<file path="config.mk">
export PLATFORM = sky130hd
export DESIGN_NAME = phase_decoder
export DESIGN_NICKNAME = d
export VERILOG_FILES = /design/src/rtl/phase_decoder.sv
export SDC_FILE = /design/constraint.sdc
export NUM_CORES = 1
export LEC_CHECK = 0
export ABC_AREA = 0
export BUFFER_PORTS_ARGS = -buffer_cell sky130_fd_sc_hd__buf_2
export CELL_PAD_IN_SITES_DETAIL_PLACEMENT = 0
export CELL_PAD_IN_SITES_GLOBAL_PLACEMENT = 2
export CORE_ASPECT_RATIO = 1.75
export CORE_MARGIN = 1.5
export CORE_UTILIZATION = 32
export CTS_CLUSTER_DIAMETER = 150
export CTS_CLUSTER_SIZE = 16
export DETAILED_ROUTE_END_ITERATION = 12
export PLACE_DENSITY = 0.85
export REMOVE_ABC_BUFFERS = 1
export SYNTH_ARGS = -nofsm -noshare
export SYNTH_HDL_FRONTEND = slang
export SYNTH_SLANG_ARGS = --single-unit
export TNS_END_PERCENT = 50
</file>
<file path="constraint.sdc">
create_clock -name clk -period 2.1 [get_ports clk]
set_clock_uncertainty 0.15 [all_clocks]
set_input_delay 0.105 -clock clk [delete_from_list [all_inputs] [get_ports clk]]
set_output_delay 0.105 -clock clk [all_outputs]
set_load 0.01 [all_outputs]
</file>
<file path="src/rtl/phase_decoder.sv">
// Receive side of the instr_clock/mem_clock 4-phase protocol: stage strobes, lock FSM and error counters.
// Optional hold watchdog enabled by defining PHASE_DEC_WDOG_EN.
module phase_decoder #(
  parameter int SYNC_STAGES = 0,
  parameter int LOCK_CYCLES = 2,
  parameter int CNT_W       = 16,
  parameter int WDOG_LIMIT  = 8
) (
  input  logic             clk,
  input  logic             reset_n,
  input  logic             instr_clock,
  input  logic             mem_clock,
  input  logic             clear_err,
  output logic             locked,
  output logic [1:0]       phase,
  output logic             decode_stb,
  output logic             operand_stb,
  output logic             execute_stb,
  output logic             fetch_stb,
  output logic [CNT_W-1:0] instr_count,
  output logic             err_sticky,
  output logic [7:0]       err_count,
  output logic             err_stall
);

  localparam logic [1:0] ST_SEARCH = 2'd0;
  localparam logic [1:0] ST_ALIGN  = 2'd1;
  localparam logic [1:0] ST_LOCKED = 2'd2;
  localparam logic [1:0] ST_FAULT  = 2'd3;

  logic [1:0]       pair_in_s;
  logic [1:0]       pair_q, prev_q;
  logic [1:0]       state_q, state_d;
  logic [1:0]       phase_q, phase_d;
  logic [3:0]       lock_cnt_q, lock_cnt_d;
  logic [3:0]       lock_cnt_inc_s;
  logic [3:0]       stb_q, stb_d;
  logic [CNT_W-1:0] instr_cnt_q, instr_cnt_d;
  logic             locked_q, locked_d;
  logic             err_sticky_q, err_sticky_d;
  logic [7:0]       err_count_q, err_count_d;
  logic             trans_s, ph_valid_s, legal_s, viol_s, wdog_trip_s;
  logic [1:0]       ph_s, ph_next_s;

  generate
    if (SYNC_STAGES == 0) begin : g_nosync
      assign pair_in_s = {instr_clock, mem_clock};
    end else begin : g_sync
      logic [1:0] sync_q [SYNC_STAGES];
      // Input synchroniser chain on the phase pair
      always_ff @(posedge clk or posedge reset_n) begin
        if (reset_n) begin
          for (int i = 0; i < SYNC_STAGES; i++) sync_q[i] <= 2'b00;
        end else begin
          sync_q[0] <= {instr_clock, mem_clock};
          for (int i = 1; i < SYNC_STAGES; i++) sync_q[i] <= sync_q[i-1];
        end
      end
      assign pair_in_s = sync_q[SYNC_STAGES-1];
    end
  endgenerate

  // Map a pair transition to a phase; 10 is resolved by the pair it came from
  always_comb begin
    trans_s    = (pair_q != prev_q);
    ph_valid_s = 1'b0;
    ph_s       = 2'd0;
    ph_next_s  = phase_q + 2'd1;
    case ({prev_q, pair_q})
      4'b0010: begin ph_valid_s = 1'b1; ph_s = 2'd0; end
      4'b1011: begin ph_valid_s = 1'b1; ph_s = 2'd1; end
      4'b1110: begin ph_valid_s = 1'b1; ph_s = 2'd2; end
      4'b1000: begin ph_valid_s = 1'b1; ph_s = 2'd3; end
      default: begin ph_valid_s = 1'b0; ph_s = 2'd0; end
    endcase
    if (!trans_s) begin
      legal_s = 1'b1;
    end else begin
      legal_s = ph_valid_s && (ph_s == ph_next_s);
    end
  end

`ifdef PHASE_DEC_WDOG_EN
  localparam int WDOG_W = $clog2(WDOG_LIMIT + 2);
  localparam logic [WDOG_W-1:0] WDOG_MAX = WDOG_W'(WDOG_LIMIT + 1);
  logic [WDOG_W-1:0] wdog_cnt_q, wdog_cnt_d;
  logic              err_stall_q, err_stall_d;

  // Count clocks the pair has held its value while locked (saturating)
  always_comb begin
    if (state_q != ST_LOCKED) begin
      wdog_cnt_d = '0;
    end else if (trans_s) begin
      wdog_cnt_d = WDOG_W'(1);
    end else if (wdog_cnt_q == WDOG_MAX) begin
      wdog_cnt_d = WDOG_MAX;
    end else begin
      wdog_cnt_d = wdog_cnt_q + WDOG_W'(1);
    end
    if (wdog_trip_s) begin
      err_stall_d = 1'b1;
    end else if (clear_err) begin
      err_stall_d = 1'b0;
    end else begin
      err_stall_d = err_stall_q;
    end
  end

  assign wdog_trip_s = (state_q == ST_LOCKED) && (wdog_cnt_d == WDOG_MAX);

  // Watchdog state registers
  always_ff @(posedge clk or posedge reset_n) begin
    if (reset_n) begin
      wdog_cnt_q  <= '0;
      err_stall_q <= 1'b0;
    end else begin
      wdog_cnt_q  <= wdog_cnt_d;
      err_stall_q <= err_stall_d;
    end
  end

  assign err_stall = err_stall_q;
`else
  assign wdog_trip_s = 1'b0;
  assign err_stall   = 1'b0;
`endif

  // Lock FSM, strobe generation and counters
  always_comb begin
    state_d        = state_q;
    phase_d        = phase_q;
    lock_cnt_d     = lock_cnt_q;
    lock_cnt_inc_s = lock_cnt_q + 4'd1;
    stb_d          = 4'b0000;
    instr_cnt_d    = instr_cnt_q;
    viol_s         = 1'b0;
    case (state_q)
      ST_SEARCH: begin
        if (pair_q == 2'b00) begin
          state_d    = ST_ALIGN;
          phase_d    = 2'd3;
          lock_cnt_d = 4'd0;
        end else begin
          state_d = ST_SEARCH;
        end
      end
      ST_ALIGN: begin
        if (!legal_s) begin
          state_d = ST_SEARCH;
        end else if (trans_s) begin
          phase_d = ph_s;
          if (ph_s == 2'd3) begin
            lock_cnt_d = lock_cnt_inc_s;
            if (lock_cnt_inc_s == 4'(LOCK_CYCLES)) begin
              state_d = ST_LOCKED;
            end else begin
              state_d = ST_ALIGN;
            end
          end else begin
            lock_cnt_d = lock_cnt_q;
          end
        end else begin
          state_d = ST_ALIGN;
        end
      end
      ST_LOCKED: begin
        if (!legal_s || wdog_trip_s) begin
          state_d = ST_FAULT;
          viol_s  = 1'b1;
        end else if (trans_s) begin
          phase_d      = ph_s;
          stb_d[ph_s]  = 1'b1;
          if (ph_s == 2'd3) begin
            instr_cnt_d = instr_cnt_q + {{(CNT_W-1){1'b0}}, 1'b1};
          end else begin
            instr_cnt_d = instr_cnt_q;
          end
        end else begin
          state_d = ST_LOCKED;
        end
      end
      ST_FAULT: begin
        state_d    = ST_SEARCH;
        lock_cnt_d = 4'd0;
      end
      default: begin
        state_d    = ST_SEARCH;
        lock_cnt_d = 4'd0;
      end
    endcase

    locked_d = (state_d == ST_LOCKED);

    // A violation in the same clock as clear_err restarts the count at one
    if (viol_s) begin
      err_sticky_d = 1'b1;
      if (clear_err) begin
        err_count_d = 8'd1;
      end else if (err_count_q == 8'hFF) begin
        err_count_d = 8'hFF;
      end else begin
        err_count_d = err_count_q + 8'd1;
      end
    end else if (clear_err) begin
      err_sticky_d = 1'b0;
      err_count_d  = 8'd0;
    end else begin
      err_sticky_d = err_sticky_q;
      err_count_d  = err_count_q;
    end
  end

  // Pair pipeline and FSM state registers
  always_ff @(posedge clk or posedge reset_n) begin
    if (reset_n) begin
      pair_q       <= 2'b00;
      prev_q       <= 2'b00;
      state_q      <= ST_SEARCH;
      phase_q      <= 2'd0;
      lock_cnt_q   <= 4'd0;
      stb_q        <= 4'b0000;
      instr_cnt_q  <= '0;
      locked_q     <= 1'b0;
      err_sticky_q <= 1'b0;
      err_count_q  <= 8'd0;
    end else begin
      pair_q       <= pair_in_s;
      prev_q       <= pair_q;
      state_q      <= state_d;
      phase_q      <= phase_d;
      lock_cnt_q   <= lock_cnt_d;
      stb_q        <= stb_d;
      instr_cnt_q  <= instr_cnt_d;
      locked_q     <= locked_d;
      err_sticky_q <= err_sticky_d;
      err_count_q  <= err_count_d;
    end
  end

  assign locked      = locked_q;
  assign phase       = phase_q;
  assign decode_stb  = stb_q[0];
  assign operand_stb = stb_q[1];
  assign execute_stb = stb_q[2];
  assign fetch_stb   = stb_q[3];
  assign instr_count = instr_cnt_q;
  assign err_sticky  = err_sticky_q;
  assign err_count   = err_count_q;

endmodule

</file>
=== Word level (Yosys, flattened, before mapping) ===
Cells that the tools add are included.

* Eq/ne operators: 19
* $add $sub $neg: 4
* Multiplexer cells: 33
* Reductions and logical operators: 12
* Order comparisons: 2

{| class="wikitable"
|+ Operators with widths
! operator !! count
|-
| $mux 8 || 4
|-
| $mux 4 || 7
|-
| $mux 2 || 9
|-
| $add 16x1->16 const B || 1
|-
| $eq 4x4->1 const B || 3
|-
| $pmux 4 s3 || 1
|-
| $add 8x1->8 const B || 1
|-
| $eq 2x2->1 const B || 4
|-
| $eq 4x2->1 const B || 2
|-
| $eq 8x8->1 const B || 1
|-
| $mux 1 || 8
|-
| $ne 2x2->1 const B || 4
|-
| $pmux 2 s4 || 1
|-
| $reduce_and 4->1 || 2
|-
| $pmux 2 s3 || 1
|-
| $reduce_and 5->1 || 1
|-
| $add 4x1->4 const B || 1
|-
| $logic_not 2->1 || 2
|-
| $ne 2x1->1 const B || 2
|-
| $pmux 2 s2 || 1
|-
| $reduce_bool 2->1 || 2
|-
| $reduce_or 4->1 || 1
|-
| $lt 2x3->1 const B || 1
|-
| $reduce_bool 3->1 || 1
|-
| other kinds (8) || 9
|}

* Input bits: 5
* Output and inout bits: 33
* Logic and storage cells: 80
* Bits in registers: 42

=== Logic depth before layout (Yosys ltp) ===
Gate-level depths: netlist (run 1).

* Depth after elaboration: 9
* Mapped depth: 8
* Gate-level depth less buffers: 7

=== Worst setup path after synthesis (run 1) ===
Ideal clock, no wire load.

* Path kind: register to register
* Start: reg phase_q[0] (netlist: phase[0])
* End: reg err_count_q[4] (netlist: err_count[4])
* Required time: 1,812 ps
* Library setup time: 138 ps
* Path buffers: 1
* Clock period less this slack: 2,000 ps
* Path slack: 100 ps
* Cell stages (with the launch flop): 7
* Data arrival time: 1,711 ps
* Path through: dfrtp_1 and2b_1 or4b_4 and4_1 buf_6 a41oi_2 a311oi_2

* Longest elaborated chain between the ends: 7
* Elaborated cells on any way between the ends: 8
* Those cells by class: add/sub: 1; eq/ne: 1; mux: 4; reduce/logical: 2

{| class="wikitable"
|+ Ends and longest elaborated chain
! what !! line !! text
|-
| start, declared || 34 || <nowiki>logic [1:0] phase_q, phase_d;</nowiki>
|-
| start signal, assigned || 230 || <nowiki>phase_q <= phase_d;</nowiki>
|-
| $add 2x1->2 * || 68 || <nowiki>ph_next_s = phase_q + 2'd1;</nowiki>
|-
| $eq 2x2->1 * || 79 || <nowiki>legal_s = ph_valid_s && (ph_s == ph_next_s);</nowiki>
|-
| $logic_and 1x1->1 * || 79 ||
|-
| $mux 1 * || 76 || <nowiki>if (!trans_s) begin</nowiki>
|-
| $mux 1 * || 167 || <nowiki>if (!legal_s || wdog_trip_s) begin</nowiki>
|-
| $mux 1 * || 137 || <nowiki>case (state_q)</nowiki>
|-
| $mux 8 / $reduce_bool 2->1 (equally long branches) || n/a ||
|-
| end signal, assigned || 236 || <nowiki>err_count_q <= err_count_d;</nowiki>
|-
| end, declared || 41 || <nowiki>logic [7:0] err_count_q, err_count_d;</nowiki>
|}

Every way passes the cells marked *; elsewhere a longest branch is shown, timed or not.
A chain may end at the register's enable or synchronous reset.

=== Final worst setup path (run 1) ===
* Start: reg prev_q[1]
* End: reg err_count_q[4] (netlist: err_count[4])

* Longest elaborated chain between the ends: 8
* Elaborated cells on any way between the ends: 15
* Those cells by class: eq/ne: 6; mux: 6; reduce/logical: 3

{| class="wikitable"
|+ Ends and longest elaborated chain
! what !! line !! text
|-
| start, declared || 32 || <nowiki>logic [1:0] pair_q, prev_q;</nowiki>
|-
| start signal, assigned || 228 || <nowiki>prev_q <= pair_q;</nowiki>
|-
| $eq 4x4->1 / $eq 4x2->1 (equally long branches) || 69 || <nowiki>case ({prev_q, pair_q})</nowiki>
|-
| $pmux 2 s3 / $reduce_or 4->1 (equally long branches) || n/a ||
|-
| $eq 2x2->1 / $mux 1 (equally long branches) || 79, 69 ||
|-
| $logic_and 1x1->1 || 79 ||
|-
| $mux 1 * || 76 ||
|-
| $mux 1 * || 167 ||
|-
| $mux 1 * || 137 ||
|-
| $mux 8 / $reduce_bool 2->1 (equally long branches) || n/a ||
|}

Marks and branches as above.

==> reports/metrics.cfg, run 1 <==
[worst_hold_path]
hold_path_class = in -> reg
worstHoldPathCells = 2
hold_end = pair_q[0]
min_from = mem_clock

[yosys]
synth-async-reset-ratio_pct = 100.0
synth.distinct_cells = 53
synth_top_cell_by_area = dfrtp_1
synth.area.top_cells = dfrtp_1, ha_1, xnor2_1, xor2_1, and3_1
synth_area_um2 = 2255
synth_cells = 218
yosysSeqAreaShare_pct = 46.61
yosysTopAreaCellShare_pct = 46.61
synth.avg_cell_area_um2 = 10.34
synth-main-ff-cell = dfrtp_1
ys_seq_elements = 42
synth_warnings = 0
synth_edf_count = 0

[setup_path]
rr_endpoint = err_count[4]
slowest_stage = dfrtp_1
cp_max_fo = 11
cp_data_required_time_ns = 2.15
arrival_ns = 2.06
crit_buf_inv = 1
cp_slowest_stage_delay_ns = 0.49
start_kind = register
rrSetupSlack_ns = 0.09
critPathKind = reg -> reg
endpoint_kind = register
r2r_cells = 6
path_delay_family = compound AO/OA/AOI/OAI gates
path_cells = nor4bb_1 -> buf_4 -> a22oi_2 -> and4_4 -> a41oi_2 -> a311oi_2
r2r-start = prev_q[1]

[drt]
drt_first_pass_iters = 4
wl_um = 4959
viasPerCell = 4.975
wl_per_cell_um = 13.85
vias = 1781
ant_nets = 0
dr.first_iter.drc_count = 119
drcViolationCount = 0

[cts]
root_buffer = clkbuf_16
clk_latency_ns = 0.29
cts_buffer_depth = 2
cts_tree = done
cts.sinks = 42
post-cts-setup-buffers = 0
clkSlewWorstSetupHoldPaths_ns = 0.06
htree_levels = 2
cts_buffers = 5

[sta]
setup_tns_ns = 0
min_period_over_period_pct = 95.74
max_freq_mhz = 497.4
drv_slew = 0
hold_viol_final = 0
slew_headroom_pct = 64.39
setup_viol = 0
tightestPinTransition_ns = 0.5342
min_period_ns = 2.011
rsz0062_at_grt = no

[final_layout]
antenna_cells = 0
nets = 286
area_growth_syn_to_layout_pct = 25.03
fillers = 677
drive_gt1_share_pct = 28.83
final_core_util_pct = 41.11

[floorplan]
ios = 38
die_x_um = 66.45
core_area_um2 = 6857
die_h_um = 114.0
num_rows = 40
start_util_pct = 32.88
die_area_um2 = 7578

[place]
place_hpwl_um = 3601
place_congestion = 0.7933
place.port_buffers = 36

[outcome]
status = finished, final reports clean

[grt]
grtUsageTotal_pct = 14.10
grt_pass1_wl_um = 8038
grt_pass1_vias = 1722
grt_max_degree = 43
antenna_found_initial = 0
grt_overflow = 0

[power]
switching_share_pct = 30.04
pwr-share-seq_pct = 42.4
p_leak_nw = 1.355
switchingPower_w = 0.0006550
combPwrFrac_pct = 22.2
clock_power_share_pct = 35.4
p_per_area_nw_per_um2 = 773.5
p_int_w = 0.001526
irDropWorstVdd_uv = 376.2

[job]
cap_violations = 0

-- worst max path at each step --
stage / start / end / slack, ns / cells past startpoint
final: prev_q[1] / err_count[4] / 0.09 / 6
after global routing: prev_q[1] / phase[1] / 0.006 / 6
after CTS: pair_q[1] / lock_cnt_q[0] / 0.03 / 4
after detailed placement: pair_q[0] / err_count[4] / -0.03 / 6
after global placement: pair_q[0] / err_count[4] / 0.008 / 6
after floorplan: phase[0] / err_count[4] / 0.1 / 5
-- power groups by stage --
stage	Combinational [W]	Clock [W]	Sequential, W
2_1_floorplan	0.000294	0	0.000936
5_1_grt	0.000547	0.000813	0.000940
4_1_cts	0.000476	0.000793	0.000923
3_3_place_gp	0.000462	0	0.000937
6_report	0.000485	0.000771	0.000924
3_5_place_dp	0.000467	0	0.000938
-- routing by layer --
| metal | GRT usage (%) | vias to the layer above | part of all wire [%] |
|---|---|---|---|
| li1 | - | 888 | - |
| met1 | 14.89 | 852 | 40 |
| met2 | 24.60 | 30 | 53 |
| met3 | 3.254 | 11 | 3.0 |
| met4 | 8.571 | 0 | 3.7 |
| met5 | 0 | - | 0 |
-- flip-flops by register name, indices dropped and copies added, names as in the netlist --
| signal | count |
|---|---|
| state_q | 2 |
| pair_q | 2 |
| phase | 2 |
| lock_cnt_q | 4 |
| stb_q | 4 |
| locked | 1 |
| err_count | 8 |
| prev_q | 2 |
| instr_count | 16 |
| err_sticky | 1 |
-- timing repair --
item / in CTS / in global routing
hold buffers: 4 / 0
endpoints found under the hold margin: 52 / 0
resized for setup: 1 / 8
endpoints found under the setup margin: 3 / 16
-- cells by family (layout without fill, tap and decap cells) --
logic type / count (synthesis) / in the layout / share of synthesized area (%)
XOR/XNOR: 20 / 20 / 7.769
flip-flops: 42 / 42 / 46.61
buffers and inverters: 21 / 77 / 4.716
multiplexers: 4 / 4 / 1.887
other: 1 / 1 / 0.1663
adder cells (fa/ha/maj): 8 / 8 / 4.440
AO/OA/AOI/OAI: 36 / 36 / 12.10
AND/OR/NAND/NOR: 86 / 86 / 22.31
-- cells in the final DEF (no fill, tap or decap), types with 2 or more instances in the layout --
master / synthesis / routed
a21oi_1: 7 / 7
dfrtp_1: 42 / 38
buf_4: 2 / 17
nor2b_1: 5 / 5
a22oi_1: 2 / 2
dlygate4sd3_1: 0 / 4
clkbuf_16: 0 / 5
mux2i_1: 2 / 2
xnor2_1: 11 / 11
o21ai_1: 3 / 2
o2bb2ai_1: 2 / 2
and3b_1: 2 / 2
nor4b_1: 2 / 2
inv_1: 11 / 11
xor2_1: 9 / 9
and3_1: 9 / 9
nand2_1: 15 / 15
a41oi_2: 2 / 2
and4_1: 3 / 2
mux2_2: 2 / 2
ha_1: 8 / 8
buf_2: 4 / 36
nand4_1: 5 / 5
nor2_1: 14 / 14
nand2b_1: 2 / 2
nor3_1: 9 / 9
o31ai_1: 2 / 2
a31oi_1: 2 / 2
a311oi_1: 2 / 2
nand3_1: 8 / 8
and4b_1: 2 / 2
o21ai_0: 5 / 5
dfrtp_2: 0 / 4
-- cell usage after synthesis (3+ instances only) --
master and count:
o21ai_1 3, buf_2 4, nand4_1 5, ha_1 8, and3_1 9, dfrtp_1 42
nor2b_1 5, o21ai_0 5, a21oi_1 7, nand3_1 8, xor2_1 9, nand2_1 15
nor2_1 14, xnor2_1 11, inv_1 11, and4_1 3, nor3_1 9
-- per-stage QoR --
step	power [W]	area (um2)	instances	setup slack (ns)	hold slack (ns)
finish	0.002181	2819	358	0.08940	0.3049
detailed placement	0.001405	2606	346	-0.03254	0.07211
global placement	0.001400	2606	346	0.008265	0.06969
global route	0.002300	2819	358	0.005925	0.3246
floorplan	0.001230	2193	209	0.09775	-0.01357
CTS	0.002192	2794	358	0.02605	0.2992
-- final cells by class --
cell class / instances / area (um2) / share of cell area, %
inverters: 12 / 45.04 / 1.598
clock buffers: 5 / 125.1 / 4.439
well taps: 84 / 105.1 / 3.728
flip-flops and latches: 42 / 1056 / 37.46
multi-input cells: 155 / 1119 / 39.68
repair buffers: 57 / 347.8 / 12.34
clock inverters: 3 / 21.27 / 0.7546
No activity file was read; power rests on OpenSTA's default activity.
==> run 2: changes to the inputs <==
- BUFFER_PORTS_ARGS: -buffer_cell sky130_fd_sc_hd__buf_2 -> not set
- CORE_ASPECT_RATIO: 1.75 -> 0.6
- CORE_UTILIZATION: 32 -> 36
- CTS_CLUSTER_DIAMETER: 150 -> not set
- DONT_BUFFER_PORTS: not set -> 1
==> run 2 against run 1 <==
  * Global-route usage grew 1.4 points
  * Via count shrank 5.3%
  * Register-to-register slack gained 0.05 ns
  * Largest cell class unchanged
  * Worst hold slack lost 0.18 ns
  * Largest power group unchanged
  * Core utilization grew 1.7 points
  * Wire length shrank 1.1%
==> reports/metrics.cfg, run 2 (same netlist as run 1, synthesis figures left out) <==
[outcome]
status = finished, final reports clean  ; unchanged

[drt]
drt_first_pass_iters = 4  ; unchanged
ant_nets = 0  ; unchanged
dr.first_iter.drc_count = 75  ; was 119
viasPerCell = 5.159  ; was 4.975
wl_per_cell_um = 15.00  ; was 13.85 um
drcViolationCount = 0  ; unchanged
vias = 1687  ; was 1781
wl_um = 4904  ; was 4959 um

[cts]
clk_latency_ns = 0.30  ; was 0.29 ns
post-cts-setup-buffers = 0  ; unchanged
cts_buffers = 5  ; unchanged
cts_tree = done  ; unchanged
htree_levels = 2  ; unchanged
clkSlewWorstSetupHoldPaths_ns = 0.08  ; was 0.06 ns
cts.sinks = 42  ; unchanged
root_buffer = clkbuf_8  ; was clkbuf_16
cts_buffer_depth = 2  ; unchanged

[power]
irDropWorstVdd_uv = 481.2  ; was 376.2 uV
p_leak_nw = 1.161  ; was 1.355 nW
power_w = 0.001933  ; was 0.002181 W
p_per_area_nw_per_um2 = 741.9  ; was 773.5 nW/um2

[grt]
grtUsageTotal_pct = 15.50  ; was 14.10%
grt_max_degree = 21  ; was 43
grt_overflow = 0  ; unchanged
antenna_found_initial = 0  ; unchanged
grt_pass1_wl_um = 8121  ; was 8038 um
grt_pass1_vias = 1582  ; was 1722

[sta]
hold_viol_final = 0  ; unchanged
rsz0062_at_grt = no  ; unchanged
slew_headroom_pct = 52.65  ; was 64.39%
drv_slew = 0  ; unchanged
setup_viol = 0  ; unchanged
fin_ws_ns = 0.1349  ; was 0.08940 ns
max_freq_mhz = 508.9  ; was 497.4 MHz
min_period_over_period_pct = 93.58  ; was 95.74%
tightestPinTransition_ns = 0.7059  ; was 0.5342 ns
min_period_ns = 1.965  ; was 2.011 ns

[final_layout]
final_cell_mix = dfrtp_1, buf_4, nand2_1  ; was dfrtp_1, buf_2, buf_4
antenna_cells = 0  ; unchanged
area_growth_syn_to_layout_pct = 15.54  ; was 25.03%
drive_gt1_share_pct = 19.34  ; was 28.83%
mostFrequentLayoutCell = dfrtp_1  ; unchanged
largest_reg_flops = 16  ; unchanged
nets = 255  ; was 286
final_cell_area_um2 = 2605  ; was 2819 um2
fillers = 602  ; was 677

[setup_path]
r2r_cells = 5  ; was 6
start_kind = register  ; unchanged
endpoint_kind = register  ; unchanged
startpoint = pair_q[1]  ; was prev_q[1]
cp_max_fo = 9  ; was 11
rrSetupSlack_ns = 0.13  ; was 0.09 ns
cp_data_required_time_ns = 2.18  ; was 2.15 ns
rr_endpoint = instr_count[7]  ; was err_count[4]
critPathKind = reg -> reg  ; unchanged
endpoint = instr_count[7]  ; was err_count[4]
arrival_ns = 2.04  ; was 2.06 ns
r2r-start = pair_q[1]  ; was prev_q[1]

[floorplan]
die_h_um = 64.30  ; was 114.0 um
start_util_pct = 37.06  ; was 32.88%
die_x_um = 105.2  ; was 66.45 um
die_area_um2 = 6762  ; was 7578 um2
core_area_um2 = 6083  ; was 6857 um2
ios = 38  ; unchanged
num_rows = 22  ; was 40

[worst_hold_path]
hold_path_class = in -> async  ; was in -> reg

[job]
cap_violations = 0  ; unchanged

[place]
place_hpwl_um = 3625  ; was 3601 um
place.port_buffers = 0  ; was 36
place_congestion = 0.7867  ; was 0.7933
pre_cts_ws_ns = -0.02240  ; was -0.03254 ns
placed_area_um2 = 2464  ; was 2606 um2

run 2: cell types whose count changed in the layout (fill, tap and decap cells not counted), sizes merged:
cell / change
buf: -31
clkbuf: +1
clkinv: +1
clkinvlp: -1
inv: -1
run 2: worst min path at each step:
stage	end	slack, ns	cells past startpoint	start
after floorplan	pair_q[0]	-0.01	0	mem_clock
after global placement	err_sticky	-0.10	1	reset_n
after detailed placement	err_sticky	-0.1	1	reset_n
after CTS	instr_count[4]	0.14	2	reset_n
after global routing	instr_count[0]	0.17	2	reset_n
final	instr_count[0]	0.12	2	reset_n
run 2: power breakdown:
part | switching (W) | internal (W)
Sequential | 0.0000648 | 0.000855
Combinational | 0.000257 | 0.000233
Clock | 0.000288 | 0.000235
Total | 0.000610 | 0.00132
run 2: worst max-delay path: stages, from the launching register on:
cell,delay [ns]
dfrtp_2,0.49
nor4b_2,0.36
and3_1,0.29
and3_2,0.28
and3_1,0.18
xor2_1,0.14
run 2: final cells by class:
| cell class | instances | area, um2 | area share (%) |
|---|---|---|---|
| multi-input combinational | 155 | 1107 | 42.51 |
| tap | 84 | 105.1 | 4.035 |
| timing repair buffer | 26 | 205.2 | 7.877 |
| sequential | 42 | 1056 | 40.54 |
| clock buffer | 6 | 72.57 | 2.786 |
| clock inverter | 2 | 13.76 | 0.5283 |
| inverter | 12 | 45.04 | 1.729 |
run 2: stage by stage:
step | setup TNS (ns) | hold slack [ns] | utilization, % | std cells
finish | 0 | 0.1245 | 42.82 | 327
global placement | 0 | -0.1050 | 40.50 | 315
CTS | 0 | 0.1381 | 42.70 | 327
global route | 0 | 0.1716 | 42.82 | 327
floorplan | 0 | -0.01357 | - | 209
detailed placement | -0.02240 | -0.09980 | 40.50 | 315
run 2: per-layer routing:
| layer | track usage, % | up-vias | share of wire (%) |
|---|---|---|---|
| met5 | 0 | - | 0 |
| met4 | 4.623 | 0 | 1.1 |
| met3 | 4.898 | 8 | 5.2 |
| met2 | 20.26 | 40 | 40 |
| met1 | 23.67 | 813 | 54 |
| li1 | - | 826 | - |
run 2: timing repair:
item                       in CTS  in global routing
resized for setup               2                  6
hold buffers                    4                  0
pin swaps                       0                  0
setup endpoints to repair       2                 14
gates cloned                    0                  0
hold endpoints to repair       29                  0
